==> src/rtl/trace_pkg.sv <==
// trace_pkg: shared FSM state encoding and trace entry sizing for mem_write_tracer
package trace_pkg;
  typedef enum logic [1:0] {IDLE = 2'd0, CAPTURE = 2'd1, HALT = 2'd2} trace_state_t;
  // Entry packs {pc, addr, data, cycle} MSB to LSB
  function automatic int entry_w(int aw, int dw, int cw);
    return 2 * aw + dw + cw;
  endfunction
endpackage

==> src/rtl/trace_fifo.sv <==
// trace_fifo: circular trace buffer with overwrite-when-full and a registered read port
module trace_fifo #(
  parameter int W = 128,
  parameter int DEPTH = 16,
  localparam int PW = $clog2(DEPTH)
) (
  input  logic          CLK,
  input  logic          RST,
  input  logic          clr,
  input  logic          push,
  input  logic          pop,
  input  logic [W-1:0]  wdata,
  output logic [W-1:0]  rdata,
  output logic          rvalid,
  output logic [PW:0]   count,
  output logic          full,
  output logic          empty,
  output logic          pop_ok,
  output logic          drop
);
  logic [W-1:0] mem [DEPTH];
  logic [PW-1:0] wp, rp;
  assign full = count == (PW+1)'(DEPTH);
  assign empty = count == '0;
  assign pop_ok = pop && !empty;
  // A push into a full buffer with no pop evicts the oldest entry
  assign drop = push && full && !pop_ok;
  always_ff @(posedge CLK)
    if (push) mem[wp] <= wdata;
  always_ff @(posedge CLK) begin
    if (RST) begin
      wp <= '0;
      rp <= '0;
      count <= '0;
      rvalid <= 1'b0;
      rdata <= '0;
    end else begin
      rvalid <= pop_ok;
      if (pop_ok) rdata <= mem[rp];
      if (clr) begin
        wp <= '0;
        rp <= '0;
        count <= '0;
      end else begin
        if (push) wp <= wp + 1'b1;
        if (pop_ok || drop) rp <= rp + 1'b1;
        count <= count + (PW+1)'(push && !pop_ok && !full) - (PW+1)'(pop_ok && !push);
      end
    end
  end
endmodule

==> src/rtl/mem_write_tracer.sv <==
// mem_write_tracer: snoops data-memory writes into a time-stamped circular trace buffer
// Optional address window filter enabled by defining TRACE_FILTER_EN.
module mem_write_tracer
  import trace_pkg::*;
#(
  parameter int ADDR_W = 32,
  parameter int DATA_W = 32,
  parameter int DEPTH = 16,
  parameter int CNT_W = 32,
  localparam int PW = $clog2(DEPTH)
) (
  input  logic              CLK,
  input  logic              RST,
  input  logic [ADDR_W-1:0] inst_mem_address_i,
  input  logic [ADDR_W-1:0] data_mem_address_i,
  input  logic [DATA_W-1:0] data_mem_in_data_i,
  input  logic              data_mem_WE_i,
  input  logic [ADDR_W-1:0] filter_lo_i,
  input  logic [ADDR_W-1:0] filter_hi_i,
  input  logic              arm_i,
  input  logic              stop_i,
  input  logic              wrap_mode_i,
  input  logic              rd_req_i,
  output logic              rd_valid_o,
  output logic [ADDR_W-1:0] rd_pc_o,
  output logic [ADDR_W-1:0] rd_addr_o,
  output logic [DATA_W-1:0] rd_data_o,
  output logic [CNT_W-1:0]  rd_cycle_o,
  output logic [PW:0]       count_o,
  output logic              overflow_o,
  output logic [1:0]        state_o
);
  localparam int EW = entry_w(ADDR_W, DATA_W, CNT_W);
  trace_state_t state;
  logic [CNT_W-1:0] cyc;
  logic [EW-1:0] rdata;
  logic in_win, cap, push, clr, fills, full, empty, pop_ok, drop;
`ifdef TRACE_FILTER_EN
  assign in_win = data_mem_address_i >= filter_lo_i && data_mem_address_i <= filter_hi_i;
`else
  logic unused_filter;
  assign unused_filter = ^{filter_lo_i, filter_hi_i};
  assign in_win = 1'b1;
`endif
  assign cap = state == CAPTURE && data_mem_WE_i && in_win;
  // In halt mode a full buffer only accepts a write into a slot freed by a same-cycle pop
  assign push = cap && (wrap_mode_i || !full || pop_ok);
  assign clr = arm_i && !stop_i && state != CAPTURE;
  assign fills = !wrap_mode_i && cap && (full || (count_o == (PW+1)'(DEPTH - 1) && !pop_ok));
  trace_fifo #(.W(EW), .DEPTH(DEPTH)) u_fifo (
    .CLK(CLK),
    .RST(RST),
    .clr(clr),
    .push(push),
    .pop(rd_req_i),
    .wdata({inst_mem_address_i, data_mem_address_i, data_mem_in_data_i, cyc}),
    .rdata(rdata),
    .rvalid(rd_valid_o),
    .count(count_o),
    .full(full),
    .empty(empty),
    .pop_ok(pop_ok),
    .drop(drop)
  );
  assign {rd_pc_o, rd_addr_o, rd_data_o, rd_cycle_o} = rdata;
  assign state_o = state;
  always_ff @(posedge CLK) begin
    if (RST) begin
      state <= IDLE;
      cyc <= '0;
      overflow_o <= 1'b0;
    end else begin
      cyc <= cyc + 1'b1;
      overflow_o <= clr ? 1'b0 : (overflow_o || drop);
      if (stop_i && state == CAPTURE) state <= HALT;
      else if (clr) state <= CAPTURE;
      else if (fills) state <= HALT;
    end
  end
endmodule

==> config.mk <==
export PLATFORM = sky130hd
export DESIGN_NAME = mem_write_tracer
export DESIGN_NICKNAME = d
export VERILOG_FILES = /design/src/rtl/trace_pkg.sv /design/src/rtl/trace_fifo.sv /design/src/rtl/mem_write_tracer.sv
export SDC_FILE = /design/constraint.sdc
export NUM_CORES = 2
export LEC_CHECK = 0
export CORE_ASPECT_RATIO = 0.8
export CORE_MARGIN = 3
export CORE_UTILIZATION = 54
export DETAILED_ROUTE_END_ITERATION = 8
export HOLD_SLACK_MARGIN = 0.02
export PLACE_DENSITY = 0.8
export SETUP_SLACK_MARGIN = 0.1
export SYNTH_ARGS = -nofsm -noshare
export SYNTH_HDL_FRONTEND = slang
export SYNTH_HIERARCHICAL = 1
export SYNTH_SLANG_ARGS = --single-unit
==> constraint.sdc <==
create_clock -name CLK -period 8.1 [get_ports CLK]
set_clock_uncertainty 0.2 [all_clocks]
set_input_delay 1.62 -clock CLK [delete_from_list [all_inputs] [get_ports CLK]]
set_output_delay 1.62 -clock CLK [all_outputs]
set_load 0.005 [all_outputs]
**After elaboration in Yosys (flattened, before gate mapping)**

Memories as Yosys holds them, arrays and structs flattened. A register that Yosys moved wholly into a read port is not among the register bits.
Index checks and enable logic that the tools add are counted.

- Reduce and logical (&&, ||, !) cells: 30
- Muxes and demuxes: 5
- $add $sub $neg: 5
- Eq/ne operators: 4

Operator list:

| kind | number |
|---|---|
| $add A32 B1 Y32 const B | 1 |
| $logic_and A1 B1 Y1 | 14 |
| $add A4 B1 Y4 const B | 2 |
| $logic_not A1 Y1 | 6 |
| $mux W2 | 3 |
| $add A5 B1 Y5 | 1 |
| $eq A5 B4 Y1 const B | 1 |
| $eq A5 B5 Y1 const B | 1 |
| $logic_not A5 Y1 | 1 |
| $logic_or A1 B1 Y1 | 5 |
| $sub A5 B1 Y5 | 1 |
| $reduce_or A2 Y1 | 2 |
| $reduce_bool A3 Y1 | 1 |
| $eq A2 B1 Y1 const B | 1 |
| $mux W1 | 2 |
| $ne A2 B1 Y1 const B | 1 |
| $reduce_bool A2 Y1 | 1 |

- Input port bits: 167
- Memories: 1
- Register bits after elaboration: 49
- Logic and storage cells: 53
- Bits in writable memories: 2048
- Output and inout bits: 137

Memory list:

| memory | depth | bits a word | read ports | clocked after Yosys merged registers in | write ports | RTL line | source |
|---|---|---|---|---|---|---|---|
| u_fifo.mem | 16 | 128 | 1 | 1 | 1 | trace_fifo.sv:21 | `logic [W-1:0] mem [DEPTH];` |

**Depth between registers and ports, before layout**

- Depth in word-level cells: 10
- Gate-level depth with buffers: 20
- Mapped depth without buffers: 16

**Cells and area by module**

Netlist, hierarchy kept.

By module, submodules not included:

| module | seq. area each (um^2) | times used | cells an instance | area an instance (um^2) |
|---|---|---|---|---|
| trace_fifo | 64341.7 | 1 | 3647 | 82432.8 |
| mem_write_tracer | 700.7 | 1 | 194 | 1737.9 |

**Worst setup path before layout**

No wires, ideal clock.

- Path kind: input to register
- From: in rd_req_i
- To: mem u_fifo.mem[10][0] (enable)
- Library setup time: 0.503 ns
- Arrival time: 5.790 ns
- Data required time: 7.397 ns
- Path slack: 1.607 ns
- Path buffers: 3
- Stages on the path: 10
- Path through: nand2_4 > inv_2 > buf_6 > buf_6 > nor2_1 > a21oi_1 > clkbuf_1 > nand2_1 > nor2_1 > and2_1

- Cells in the longest elaborated chain, start to end: 5

Ends and longest elaborated chain:

| item | RTL line | source |
|---|---|---|
| from (decl) | mem_write_tracer.sv:23 | `input logic rd_req_i,` |
| $logic_and A1 B1 Y1 | trace_fifo.sv:25 | `assign pop_ok = pop && !empty;` |
| named net pop_ok | mem_write_tracer.sv:37 | `logic in_win, cap, push, clr, fills, full, empty, pop_ok, drop;` |
| $logic_or A1 B1 Y1 | mem_write_tracer.sv:47 | `assign push = cap && (wrap_mode_i \|\| !full \|\| pop_ok);` |
| $logic_and A1 B1 Y1 | mem_write_tracer.sv:47 |  |
| named net push | mem_write_tracer.sv:37 |  |
| $mux W1 | trace_fifo.sv:29 | `if (push) mem[wp] <= wdata;` |
| $mux W1 (not written as such) | trace_fifo.sv:29 |  |
| to (decl) | trace_fifo.sv:21 |  |

The timed path passes the listed nets, and every way through them passes these cells.

**Worst setup path in the final report**

- From: in rd_req_i
- To: mem u_fifo.mem[0][105] (enable)

The elaborated chain is that of the path after synthesis.

==> results by group <==
Power
  – Reported net switching power: 5.830 mW
  – Power Density: between 200 and 300 nW/um^2
  – Sw Share: a little under a quarter
  – Clock network power share: a little under two fifths
  – Highest ir drop seen on vdd: between 150 and 200 uV
  – Comb pwr share: 11.6%
  – Portion of total power attributed to sequential cells: between 50% and 60%
  – Total Power Consumption: 25.35 mW
  – Cell internal pwr: 19.52 mW
  – LEAKAGE: 28.89 nW

Placed design
  – Final HPWL DP: 92970 microns
  – Area after DPL: 88630 sq um
  – Worst slack, placed: 2182 ps
  – PortBufs: 239
  – DP Cell Count: 5941
  – RD Place Congestion: 0.7457

Floorplan
  – Area of the die: 160700 sq um
  – Width of the die: 447.4 microns
  – Area inside the core boundary: 153600 sq um
  – Std cell rows: 128
  – Initial standard-cell utilization of the core: 54.80%
  – Die Ht: 359.1 microns
  – Ports: about 300

Logic synthesis
  – Mapped Area: roughly 84000 sq um
  – Average footprint of a synthesized cell: 21.92 sq um
  – Net count of the mapped netlist: about 4000
  – Synthesis warning total: 6
  – Post-Syn Instances: 3840

Layout
  – Leading cell type in the layout, fill and taps excluded: edfxtp_1
  – Finished Layout Cells: 6328
  – Fin area: between 90000 and 100000 sq um
  – Most used cells in the layout excluding fill and tap cells: edfxtp_1, mux4_2, clkdlybuf4s50_1, mux2i_1, clkbuf_16
  – Share of post-route cells with drive strength above 1: 21.59%
  – Fraction of the core area covered by cells at the end of the flow: 62.01%
  – Number of nets in the layout: 4310
  – Layout-stage area growth over the synthesis result: 13.15%

Routing
  – Drc violations: 0
  – Number of detailed-routing iterations run before antenna repair: 6
  – Total length of routed wires: around 190000 microns
  – Antenna Violating Nets Remaining: 0
  – Number of DRC violations after detailed-routing iteration 0: ~4300
  – Mean routed wirelength per cell: 29.80 microns
  – Via/cell ratio: roughly 6.4
  – Overall via count from detail_route: 40463

Critical path
  – RR Endpoint: u_fifo/mem[0][105]
  – Worst Setup Path Type: input pin to flop
  – Worst Setup Start Kind: input pin
  – Worst Path Max Fanout: 51
  – Number of cells on the worst reg-to-reg path: 11
  – Slack of the worst reg-to-reg path: 3440 ps
  – Kind of end point of the critical path: flop
  – Crit path arrival time: between 5000 and 6000 ps
  – R2r startpoint: u_fifo/count[2]
  – Crit. Startpoint: rd_req_i
  – Required time of the critical path: 8350 ps
  – End point of the critical path: u_fifo/mem[0][105]

Clock network
  – CTS Root Cell: clkbuf_16
  – Clock sinks: 2225
  – Post-CTS Setup Bufs: 0
  – Cts repair resizes: 0
  – Level count of the clock H-tree: 4
  – Largest buffer count on any clock path: 3
  – Clk Latency, worst-skew pair: 820 ps
  – CTS tree: done
  – Worst-path clk slew: roughly 60 ps
  – Total clock buffers created by CTS: 202
  – Number of buffers inserted by hold repair at cts: 0

Global route
  – Fraction of met1 tracks used by global routing: ~33%
  – Vias in the first global route: 42105
  – Met2 Usage GRT: about two fifths
  – Pin count of the biggest net entering global routing: 148
  – Met3 usage: 4.007%
  – Total gr overflow: 0
  – Number of antenna violations at the first check in global routing: 10
  – First-pass GRT wire length: 281900 microns
  – Aggregate global-route resource usage: 23.75%
  – Top Usage Layer GRT: met2

Min path
  – Hold WC Path Type: flop to flop

Timing
  – Slew Viols, Final: 0
  – Final Cycle Share: between 60 and 70%
  – Max-slew headroom: 21.85%
  – Setup total negative slack: 0 ps
  – Minimum setup slack in the final design: about 2900 ps
  – Fin. Hold Viols: 0
  – Worst-margin pin slew: 1172 ps
  – Final critical delay including setup and external delays: slightly above 5000 ps
  – Hold slack: 300.5 ps
  – Fmax: 193.7 MHz
  – Endpoints failing setup: 0
  – RSZ-0062 raised after global routing: false

Job
  – Max-capacitance violation count: 0

Run status
  – Outcome: complete, no violations
## worst min path at each step
stage	from	to	slack (ps)	depth (start not counted)
detailed placement	overflow_o	overflow_o	290	2
global route	u_fifo/rdata[85]	u_fifo/rdata[85]	330	2
finish	overflow_o	overflow_o	300	2
global placement	u_fifo/rdata[20]	u_fifo/rdata[20]	280	2
CTS	overflow_o	overflow_o	300	2
floorplan	overflow_o	overflow_o	270	2
## metal layers
| metal | share of wire, % | up-vias |
|---|---|---|
| met5 | 0.016 | - |
| met4 | 2.9 | 4 |
| met3 | 7.6 | 305 |
| met2 | 50 | 1868 |
| met1 | 39 | 21509 |
| li1 | - | 16777 |
## sequential cells by signal (all words and copies together), names as in the netlist
name	count
u_fifo/rdata	128
overflow_o	1
u_fifo/wp	4
state_o	2
u_fifo/rvalid	1
u_fifo/mem	2048
u_fifo/count	5
u_fifo/rp	4
cyc	32
## worst max-delay path, cell delays in order
cell and delay (ps):
clkdlybuf4s50_1 710, nand2_4 440, inv_2 170, nor2_1 50, a21oi_1 140, buf_4 240, nor3b_1 440, and2_4 990
buf_4 550
## layout make-up
class / instances / area, sq um
timing repair buffer: 307 / 3142
fill: 9922 / 58350
antenna: 10 / 25.02
clock buffer: 284 / 5664
clock inverter: 93 / 922.1
sequential: 2225 / 65060
tap: 2015 / 2521
multi-input combinational: 1376 / 17840
inverter: 18 / 67.56
## power by group through the flow
stage	Clock, mW	Combinational, mW	Sequential [mW]
finish	9.40	2.95	13.0
global placement	0	2.91	13.2
detailed placement	0	2.96	13.3
CTS	9.54	2.99	13.0
global route	9.99	3.15	13.0
floorplan	0	1.99	13.1
(Power assumes the default switching activity.)
